File: src/rtl/dest_tag_pipeline_pkg.sv
// Shared types for the destination-tag pipeline: tag record, bubble constant
// and the source/tag match helper used by the hazard logic.
package dest_tag_pipeline_pkg;

  localparam int TAG_REG_W   = 4;
  localparam int STALL_CNT_W = 16;

  typedef struct packed {
    logic [TAG_REG_W-1:0] dest;
    logic                 wb_en;
    logic                 mem_r_en;
  } tag_t;

  localparam tag_t TAG_NOP = '{dest: '0, wb_en: 1'b0, mem_r_en: 1'b0};

  // A bubble can never hit: it carries wb_en = 0.
  function automatic logic tag_hit(input tag_t t, input logic [TAG_REG_W-1:0] src);
    return (src == t.dest) && t.wb_en;
  endfunction

endpackage

File: src/rtl/dest_tag_pipeline_if.sv
// ID-side and forwarding-side signals of the destination-tag pipeline.
// master = decode/forwarding side, slave = the tag pipeline itself.
interface dest_tag_pipeline_if #(
  parameter int REG_W = 4,
  parameter int CNT_W = 16
);

  logic [REG_W-1:0] ID_Dest;
  logic             ID_WB_EN;
  logic             ID_MEM_R_EN;
  logic [REG_W-1:0] src1;
  logic [REG_W-1:0] src2;
  logic             Two_src;
  logic             forward_en;
  logic             freeze;
  logic             flush;

  logic [REG_W-1:0] EXE_Dest;
  logic             EXE_WB_EN;
  logic             EXE_MEM_R_EN;
  logic [REG_W-1:0] MEM_Dest;
  logic             MEM_WB_EN;
  logic [REG_W-1:0] WB_Dest;
  logic             WB_WB_EN;
  logic             hazard;
  logic [CNT_W-1:0] stall_cnt;

  modport master (
    output ID_Dest, ID_WB_EN, ID_MEM_R_EN, src1, src2, Two_src,
           forward_en, freeze, flush,
    input  EXE_Dest, EXE_WB_EN, EXE_MEM_R_EN, MEM_Dest, MEM_WB_EN,
           WB_Dest, WB_WB_EN, hazard, stall_cnt
  );

  modport slave (
    input  ID_Dest, ID_WB_EN, ID_MEM_R_EN, src1, src2, Two_src,
           forward_en, freeze, flush,
    output EXE_Dest, EXE_WB_EN, EXE_MEM_R_EN, MEM_Dest, MEM_WB_EN,
           WB_Dest, WB_WB_EN, hazard, stall_cnt
  );

endinterface

File: src/rtl/dest_tag_pipeline_tag_stage_reg.sv
// One tag stage register. Priority: hold > bubble > load.
module tag_stage_reg
  import dest_tag_pipeline_pkg::*;
(
  input  logic clk,
  input  logic rst_n,
  input  logic hold,
  input  logic bubble,
  input  tag_t d,
  output tag_t q
);

  always_ff @(posedge clk or negedge rst_n) begin
    if (!rst_n) begin
      q <= TAG_NOP;
    end else if (!hold) begin
      q <= bubble ? TAG_NOP : d;
    end
  end

endmodule

File: src/rtl/dest_tag_pipeline.sv
// Destination-tag tracker for EXE/MEM/WB: exports stage tags to forwarding,
// raises the load-use / no-forward hazard stall and counts stall cycles.
module dest_tag_pipeline
  import dest_tag_pipeline_pkg::*;
#(
  parameter int REG_W = TAG_REG_W,
  parameter int CNT_W = STALL_CNT_W
) (
  input logic               clk,
  input logic               rst_n,
  dest_tag_pipeline_if.slave bus
);

  tag_t             id_tag;
  tag_t             exe_q;
  tag_t             mem_q;
  tag_t             wb_q;
  logic [REG_W-1:0] src1;
  logic [REG_W-1:0] src2;
  logic             hit_exe;
  logic             hit_mem;
  logic             hazard;
  logic             exe_bubble;
  logic [CNT_W-1:0] stall_cnt_q;
  logic             unused_mem_r_en;

  assign id_tag = '{dest: bus.ID_Dest, wb_en: bus.ID_WB_EN, mem_r_en: bus.ID_MEM_R_EN};
  assign src1   = bus.src1;
  assign src2   = bus.src2;

  // WB never stalls: the register file writes in the first half-cycle.
  always_comb begin
    hit_exe = tag_hit(exe_q, src1) || (bus.Two_src && tag_hit(exe_q, src2));
    hit_mem = tag_hit(mem_q, src1) || (bus.Two_src && tag_hit(mem_q, src2));
    hazard  = 1'b0;
    if (bus.forward_en) begin
      hazard = exe_q.mem_r_en && hit_exe;
    end else begin
      hazard = hit_exe || hit_mem;
    end
  end

  // flush and hazard together still insert just one bubble.
  assign exe_bubble = bus.flush || hazard;

  tag_stage_reg u_exe (
    .clk    (clk),
    .rst_n  (rst_n),
    .hold   (bus.freeze),
    .bubble (exe_bubble),
    .d      (id_tag),
    .q      (exe_q)
  );

  tag_stage_reg u_mem (
    .clk    (clk),
    .rst_n  (rst_n),
    .hold   (bus.freeze),
    .bubble (1'b0),
    .d      (exe_q),
    .q      (mem_q)
  );

  tag_stage_reg u_wb (
    .clk    (clk),
    .rst_n  (rst_n),
    .hold   (bus.freeze),
    .bubble (1'b0),
    .d      (mem_q),
    .q      (wb_q)
  );

  always_ff @(posedge clk or negedge rst_n) begin
    if (!rst_n) begin
      stall_cnt_q <= '0;
    end else if (!bus.freeze && hazard && (stall_cnt_q != '1)) begin
      stall_cnt_q <= stall_cnt_q + CNT_W'(1);
    end
  end

  assign bus.EXE_Dest     = exe_q.dest;
  assign bus.EXE_WB_EN    = exe_q.wb_en;
  assign bus.EXE_MEM_R_EN = exe_q.mem_r_en;
  assign bus.MEM_Dest     = mem_q.dest;
  assign bus.MEM_WB_EN    = mem_q.wb_en;
  assign bus.WB_Dest      = wb_q.dest;
  assign bus.WB_WB_EN     = wb_q.wb_en;
  assign bus.hazard       = hazard;
  assign bus.stall_cnt    = stall_cnt_q;

  // Load flag is carried past EXE for completeness but nobody downstream reads it.
  assign unused_mem_r_en = mem_q.mem_r_en ^ wb_q.mem_r_en;

endmodule

File: src/flat_wrapper.sv
// flat-port wrapper written by rule: the top's interface ports become plain ports
module dest_tag_pipeline_flat import dest_tag_pipeline_pkg::*;
#(
  parameter int REG_W = TAG_REG_W,
  parameter int CNT_W = STALL_CNT_W
)
  (clk, rst_n, bus_ID_Dest, bus_ID_WB_EN, bus_ID_MEM_R_EN, bus_src1, bus_src2, bus_Two_src, bus_forward_en, bus_freeze, bus_flush, bus_EXE_Dest, bus_EXE_WB_EN, bus_EXE_MEM_R_EN, bus_MEM_Dest, bus_MEM_WB_EN, bus_WB_Dest, bus_WB_WB_EN, bus_hazard, bus_stall_cnt);
  dest_tag_pipeline_if #(.REG_W(REG_W), .CNT_W(CNT_W)) bus_i ();
  input logic clk;
  input logic rst_n;
  input wire logic [$bits(bus_i.ID_Dest)-1:0] bus_ID_Dest;
  input wire logic [$bits(bus_i.ID_WB_EN)-1:0] bus_ID_WB_EN;
  input wire logic [$bits(bus_i.ID_MEM_R_EN)-1:0] bus_ID_MEM_R_EN;
  input wire logic [$bits(bus_i.src1)-1:0] bus_src1;
  input wire logic [$bits(bus_i.src2)-1:0] bus_src2;
  input wire logic [$bits(bus_i.Two_src)-1:0] bus_Two_src;
  input wire logic [$bits(bus_i.forward_en)-1:0] bus_forward_en;
  input wire logic [$bits(bus_i.freeze)-1:0] bus_freeze;
  input wire logic [$bits(bus_i.flush)-1:0] bus_flush;
  output wire logic [$bits(bus_i.EXE_Dest)-1:0] bus_EXE_Dest;
  output wire logic [$bits(bus_i.EXE_WB_EN)-1:0] bus_EXE_WB_EN;
  output wire logic [$bits(bus_i.EXE_MEM_R_EN)-1:0] bus_EXE_MEM_R_EN;
  output wire logic [$bits(bus_i.MEM_Dest)-1:0] bus_MEM_Dest;
  output wire logic [$bits(bus_i.MEM_WB_EN)-1:0] bus_MEM_WB_EN;
  output wire logic [$bits(bus_i.WB_Dest)-1:0] bus_WB_Dest;
  output wire logic [$bits(bus_i.WB_WB_EN)-1:0] bus_WB_WB_EN;
  output wire logic [$bits(bus_i.hazard)-1:0] bus_hazard;
  output wire logic [$bits(bus_i.stall_cnt)-1:0] bus_stall_cnt;
  assign bus_i.ID_Dest = bus_ID_Dest;
  assign bus_i.ID_WB_EN = bus_ID_WB_EN;
  assign bus_i.ID_MEM_R_EN = bus_ID_MEM_R_EN;
  assign bus_i.src1 = bus_src1;
  assign bus_i.src2 = bus_src2;
  assign bus_i.Two_src = bus_Two_src;
  assign bus_i.forward_en = bus_forward_en;
  assign bus_i.freeze = bus_freeze;
  assign bus_i.flush = bus_flush;
  assign bus_EXE_Dest = bus_i.EXE_Dest;
  assign bus_EXE_WB_EN = bus_i.EXE_WB_EN;
  assign bus_EXE_MEM_R_EN = bus_i.EXE_MEM_R_EN;
  assign bus_MEM_Dest = bus_i.MEM_Dest;
  assign bus_MEM_WB_EN = bus_i.MEM_WB_EN;
  assign bus_WB_Dest = bus_i.WB_Dest;
  assign bus_WB_WB_EN = bus_i.WB_WB_EN;
  assign bus_hazard = bus_i.hazard;
  assign bus_stall_cnt = bus_i.stall_cnt;
  dest_tag_pipeline #(.REG_W(REG_W), .CNT_W(CNT_W)) u_core (.clk(clk), .rst_n(rst_n), .bus(bus_i));
endmodule
File: config.mk
export PLATFORM = sky130hd
export DESIGN_NAME = dest_tag_pipeline_flat
export DESIGN_NICKNAME = d
export VERILOG_FILES = /design/src/rtl/dest_tag_pipeline_pkg.sv /design/src/rtl/dest_tag_pipeline_if.sv /design/src/rtl/dest_tag_pipeline_tag_stage_reg.sv /design/src/rtl/dest_tag_pipeline.sv /design/src/flat_wrapper.sv
export SDC_FILE = /design/constraint.sdc
export NUM_CORES = 1
export LEC_CHECK = 0
export CORE_MARGIN = 1
export CORE_UTILIZATION = 35
export CTS_CLUSTER_DIAMETER = 40
export CTS_CLUSTER_SIZE = 10
export DETAILED_ROUTE_END_ITERATION = 7
export GPL_TIMING_DRIVEN = 1
export PLACE_DENSITY_LB_ADDON = 0.08
export SYNTH_ARGS = -nofsm -noshare
export SYNTH_HDL_FRONTEND = slang
export SYNTH_SLANG_ARGS = --single-unit
export TNS_END_PERCENT = 1
File: constraint.sdc
create_clock -name clk -period 3.8 [get_ports clk]
set_input_delay 0.57 -clock clk [delete_from_list [all_inputs] [get_ports clk]]
set_output_delay 0.57 -clock clk [all_outputs]
set_load 0.005 [all_outputs]
# Word level (Yosys, flattened, before mapping)
# Index checks and enable logic that the tools add are counted.
# totals
reg_bits,32
inputBits,20
wordCells,30
# op_classes
n_addsub,1
eq_ne,5
n_mux,2
n_reduce_logical,14
# op_table
cell,count
"16-bit by 1-bit adder with 16-bit output, second input constant",1
4-bit equality test,4
"16-bit inequality test, second input constant",1
1-bit logical AND,9
6-bit 2-to-1 mux,1
1-bit logical OR,4
1-bit logical NOT,1
1-bit 2-to-1 mux,1

# Longest topological paths before layout
# depth
depth_word,8
mapped_depth,7

# Hierarchy
# Synthesis repeated with hierarchy kept, for this count alone.
# hier_totals
hier_cells,174
hier_area_um2,1774.2
# by_module_without_submodules
module,instances,cells_per_inst,area_per_inst_um2,seq_area_each_um2
dest_tag_pipeline,1,102,1027.2,400.4
tag_stage_reg,3,24,249.0,150.1

# Worst setup path before layout
# Ideal clock, no wire load.
# synth_path
kind,input-to-output
start,input port bus_src2[1]
end,output port bus_hazard
arrival_ns,1.515
required_time_ns,3.230
setup_slack_ns,1.715
cell_stages,5
n_path_buf,1
cell_sequence,xor2_1 o41ai_2 a32oi_2 buf_6 inv_1
# synth_via
elab_chain_cells,6
word_cells_on_any_way,11
# synth_lines
item,line_no,text
start: declaration,flat_wrapper.sv:15,input wire logic [$bits(bus_i.src2)-1:0] bus_src2;
4-bit equality test,dest_tag_pipeline_pkg.sv:18,return (src == t.dest) && t.wb_en;
1-bit logical AND,dest_tag_pipeline_pkg.sv:18,
1-bit logical AND (on tied branches),"dest_tag_pipeline.sv:33, dest_tag_pipeline.sv:34",
1-bit logical OR (on tied branches),"dest_tag_pipeline.sv:33, dest_tag_pipeline.sv:34",
1-bit logical OR / 1-bit logical AND (equally long branches),"dest_tag_pipeline.sv:39, dest_tag_pipeline.sv:37",
1-bit 2-to-1 mux (*),dest_tag_pipeline.sv:36,if (bus.forward_en) begin
end: declaration,flat_wrapper.sv:27,output wire logic [$bits(bus_i.hazard)-1:0] bus_hazard;
# Every way passes the cells marked *; elsewhere a longest branch is shown, timed or not.

# Worst setup path in the final report
# Same ends and word-level chain as after synthesis.

==> impl_metrics.toml <==
[outcome]
outcome = "finished clean"

[place]
gp_routability_congestion = 0.871
place.port_buffers = 52
dpl.hpwl_um = 2640
placed_cells_incl_taps = 239

[clock_tree]
clock_edge_transition_at_the_registers_on_the_reported_setup_and_hold_paths_ns = 0.06
cts.repair_timing.setup_buffer_count = 0
tritoncts = "done"
clock_insertion_delay_worst_skew_ns = 0.28
cts_htree_levels = 2
clock_sinks = 32
holdBufCountCts = 0
cts-buffers-inserted = 5
post_cts_resized = 0
clock_path_buffers = 2
cts_root_buf = "clkbuf_8"

[sta]
max_clock_skew_ns = 0.00792
timing.final.max_slew_violations = 0
maxClockFrequency_mhz = 340
final_min_period_over_clock_period_pct = 77.4
timing.max_slew.rel_slack_pct = 40.7
hold_viol_final = 0
rsz0062_at_grt = "false"
timing_worst_slew_pin_value_ns = 0.886
min_period_ns = 2.94
totalNegativeSetupSlack_ns = 0
finalSetupViolCount = 0

[die]
floorplan.initialDensity_pct = 36.6
placementRows = 24
io_pins = 53
fp.dieH_um = 69.7
coreArea_mm2 = 0.00438
die_width_um = 69.7
die_area_mm2 = 0.00486

[synth]
yosys_warnings = 0
synth_area_per_cell_um2 = 11.8
synth_nets = 157
synthesis.instances = 136
number_of_library_cell_types_mapped_by_synthesis = 26
synthesized_cell_area_mm2 = 0.00160
synth-seq-area-share_pct = 49.9
synth_seq_cells = 32

[layout]
final.fill_count = 386
antennaDiodeCount = 0
layout.core_utilization_pct = 52.8
flow.area_growth_from_synthesis_pct = 44.4
final_layout_size_suffix_gt1_share_pct = 14.9
layout.cells.non_filler = 247
multi_input_area_um2 = 773
nNetsFinal = 215
register_area_um2 = 801

[route]
drt-initial-drc-count = 31
route.vias.total = 1287
post_dr_vias_cell = 5.21
number_of_routed_nets_with_antenna_violations = 0
wl_per_cell_um = 14.9
post_route_drc_violation_count = 0
drt_pass1_iterations = 4
route.final.wire_length_um = 3670

[critical_path]
reg2regPathDepth = 7
timing_worst_setup_path_type = "in -> out"
crit_path_end_kind = "output pin"
worst_path_max_fanout = 2
critical_path.startpoint_type = "input pin"
timing.critical_path.arrival_ns = 2.37
critical_path_required_ns = 3.23

[power]
cellLeakagePower_nw = 1.03
cellPowerDensity_mw_per_mm2 = 398
post-layout-total-power_w = 0.000922
vdd_drop_max_mv = 0.254

[min_path]
hold_class = "reg -> reg"
hold-path-cell-count = 1

[global_routing]
grt_use_total_pct = 16.1
grt_first_pass_wirelength_um = 6220
grt_max_degree = 33
antenna_found_initial = 0
grt.overflow.total = 0
number_of_global_route_vias_before_repair = 1309

[run]
max_cap_violations = 0
==> sequential cells by signal (all words and copies together) (netlist names) <==
signal and cells:
u_core.bus.stall_cnt 16, u_core.u_exe.q 6, u_core.u_mem.q 5, u_core.u_wb.q 5
==> worst paths after layout <==
kind | slack, ns | start | endpoint
max in group asynchronous | 2.79 | rst_n | u_core.bus.stall_cnt[1]
setup / recovery | 0.86 | bus_src2[1] | bus_hazard
hold reg to reg | 0.50 | u_core.bus.stall_cnt[6] | u_core.bus.stall_cnt[6]
hold / removal | 0.50 | u_core.bus.stall_cnt[6] | u_core.bus.stall_cnt[6]
min in group asynchronous | 0.70 | rst_n | u_core.bus.stall_cnt[14]
setup reg to reg | 1.55 | u_core.bus.stall_cnt[0] | u_core.bus.stall_cnt[1]
==> area by class of cell <==
| type | count | share of cell area, % |
|---|---|---|
| well taps | 52 | 2.81 |
| repair buffers | 55 | 23.4 |
| inverters | 2 | 0.324 |
| multi-input cells | 98 | 33.4 |
| clock buffers | 7 | 4.16 |
| flip-flops and latches | 32 | 34.6 |
| clock inverters | 1 | 1.30 |
==> power breakdown <==
group,switching [W],internal [W]
Sequential,0.0000327,0.000370
Clock,0.000122,0.000231
Combinational,0.0000580,0.000109
Total,0.000212,0.000709
==> through the flow <==
stage               hold WS (ns)  instance area (um2)  setup WS [ns]
floorplan                  0.274                 1600           1.72
finish                     0.495                 2320          0.859
detailed placement         0.482                 2190          0.842
global placement           0.471                 2190          0.890
CTS                        0.498                 2320          0.825
global route               0.516                 2320          0.769
==> placed cells by master (no fill, tap or decap), drive strengths merged, types with 2 or more instances in the layout <==
cell	n
a22o	6
and3	2
buf	3
clkbuf	7
clkdlybuf4s50	52
dfrtp	32
inv	2
mux2	13
nand2	13
nand3	3
nand4	3
nor3	6
nor4	10
o41ai	2
or3	2
xnor2	10
xor2	19
==> cells by family after synthesis <==
family                     count (synthesis)  synth area share [%]
and+or+nand+nor                           44                  15.1
DFF                                       32                  49.9
xor gates and xnor gates                  29                  15.8
muxes                                     13                  9.13
AOI/OAI and AO/OA                         11                  7.33
buffers and inverters                      6                  1.87
adders and majority gates                  1                 0.780
==> metal layers <==
metal	GRT usage (%)	part of all wire, %
met5	0	0
met4	4.67	1.2
met3	4.80	5.5
met2	25.7	47
met1	21.2	47
==> synthesized netlist by cell type <==
library cell,number,area share [%]
a22o_1,6,3.3
a32oi_2,1,1.0
and3_1,2,0.78
buf_1,2,0.47
buf_6,1,0.70
clkbuf_1,1,0.23
dfrtp_1,32,50
ha_1,1,0.78
inv_1,2,0.47
mux2_2,13,9.1
nand2_1,13,3.0
nand2b_1,1,0.39
nand3_1,3,0.94
nand4_1,3,1.2
nand4b_1,1,0.55
nor2_2,1,0.39
nor3_1,6,1.9
nor3b_2,1,0.78
nor4_1,10,3.9
nor4b_1,1,0.55
o2111ai_1,1,0.55
o21a_1,1,0.47
o41ai_2,2,2.0
or3_1,2,0.78
xnor2_1,10,5.5
xor2_1,19,10
==> worst max-delay path, stage by stage <==
cell             delay [ns]
clkdlybuf4s50_1        0.45
xor2_1                 0.18
o41ai_2                0.41
a32oi_2                0.18
inv_1                  0.08
clkdlybuf4s50_1        0.49
Power figures use the tool's default switching activity.
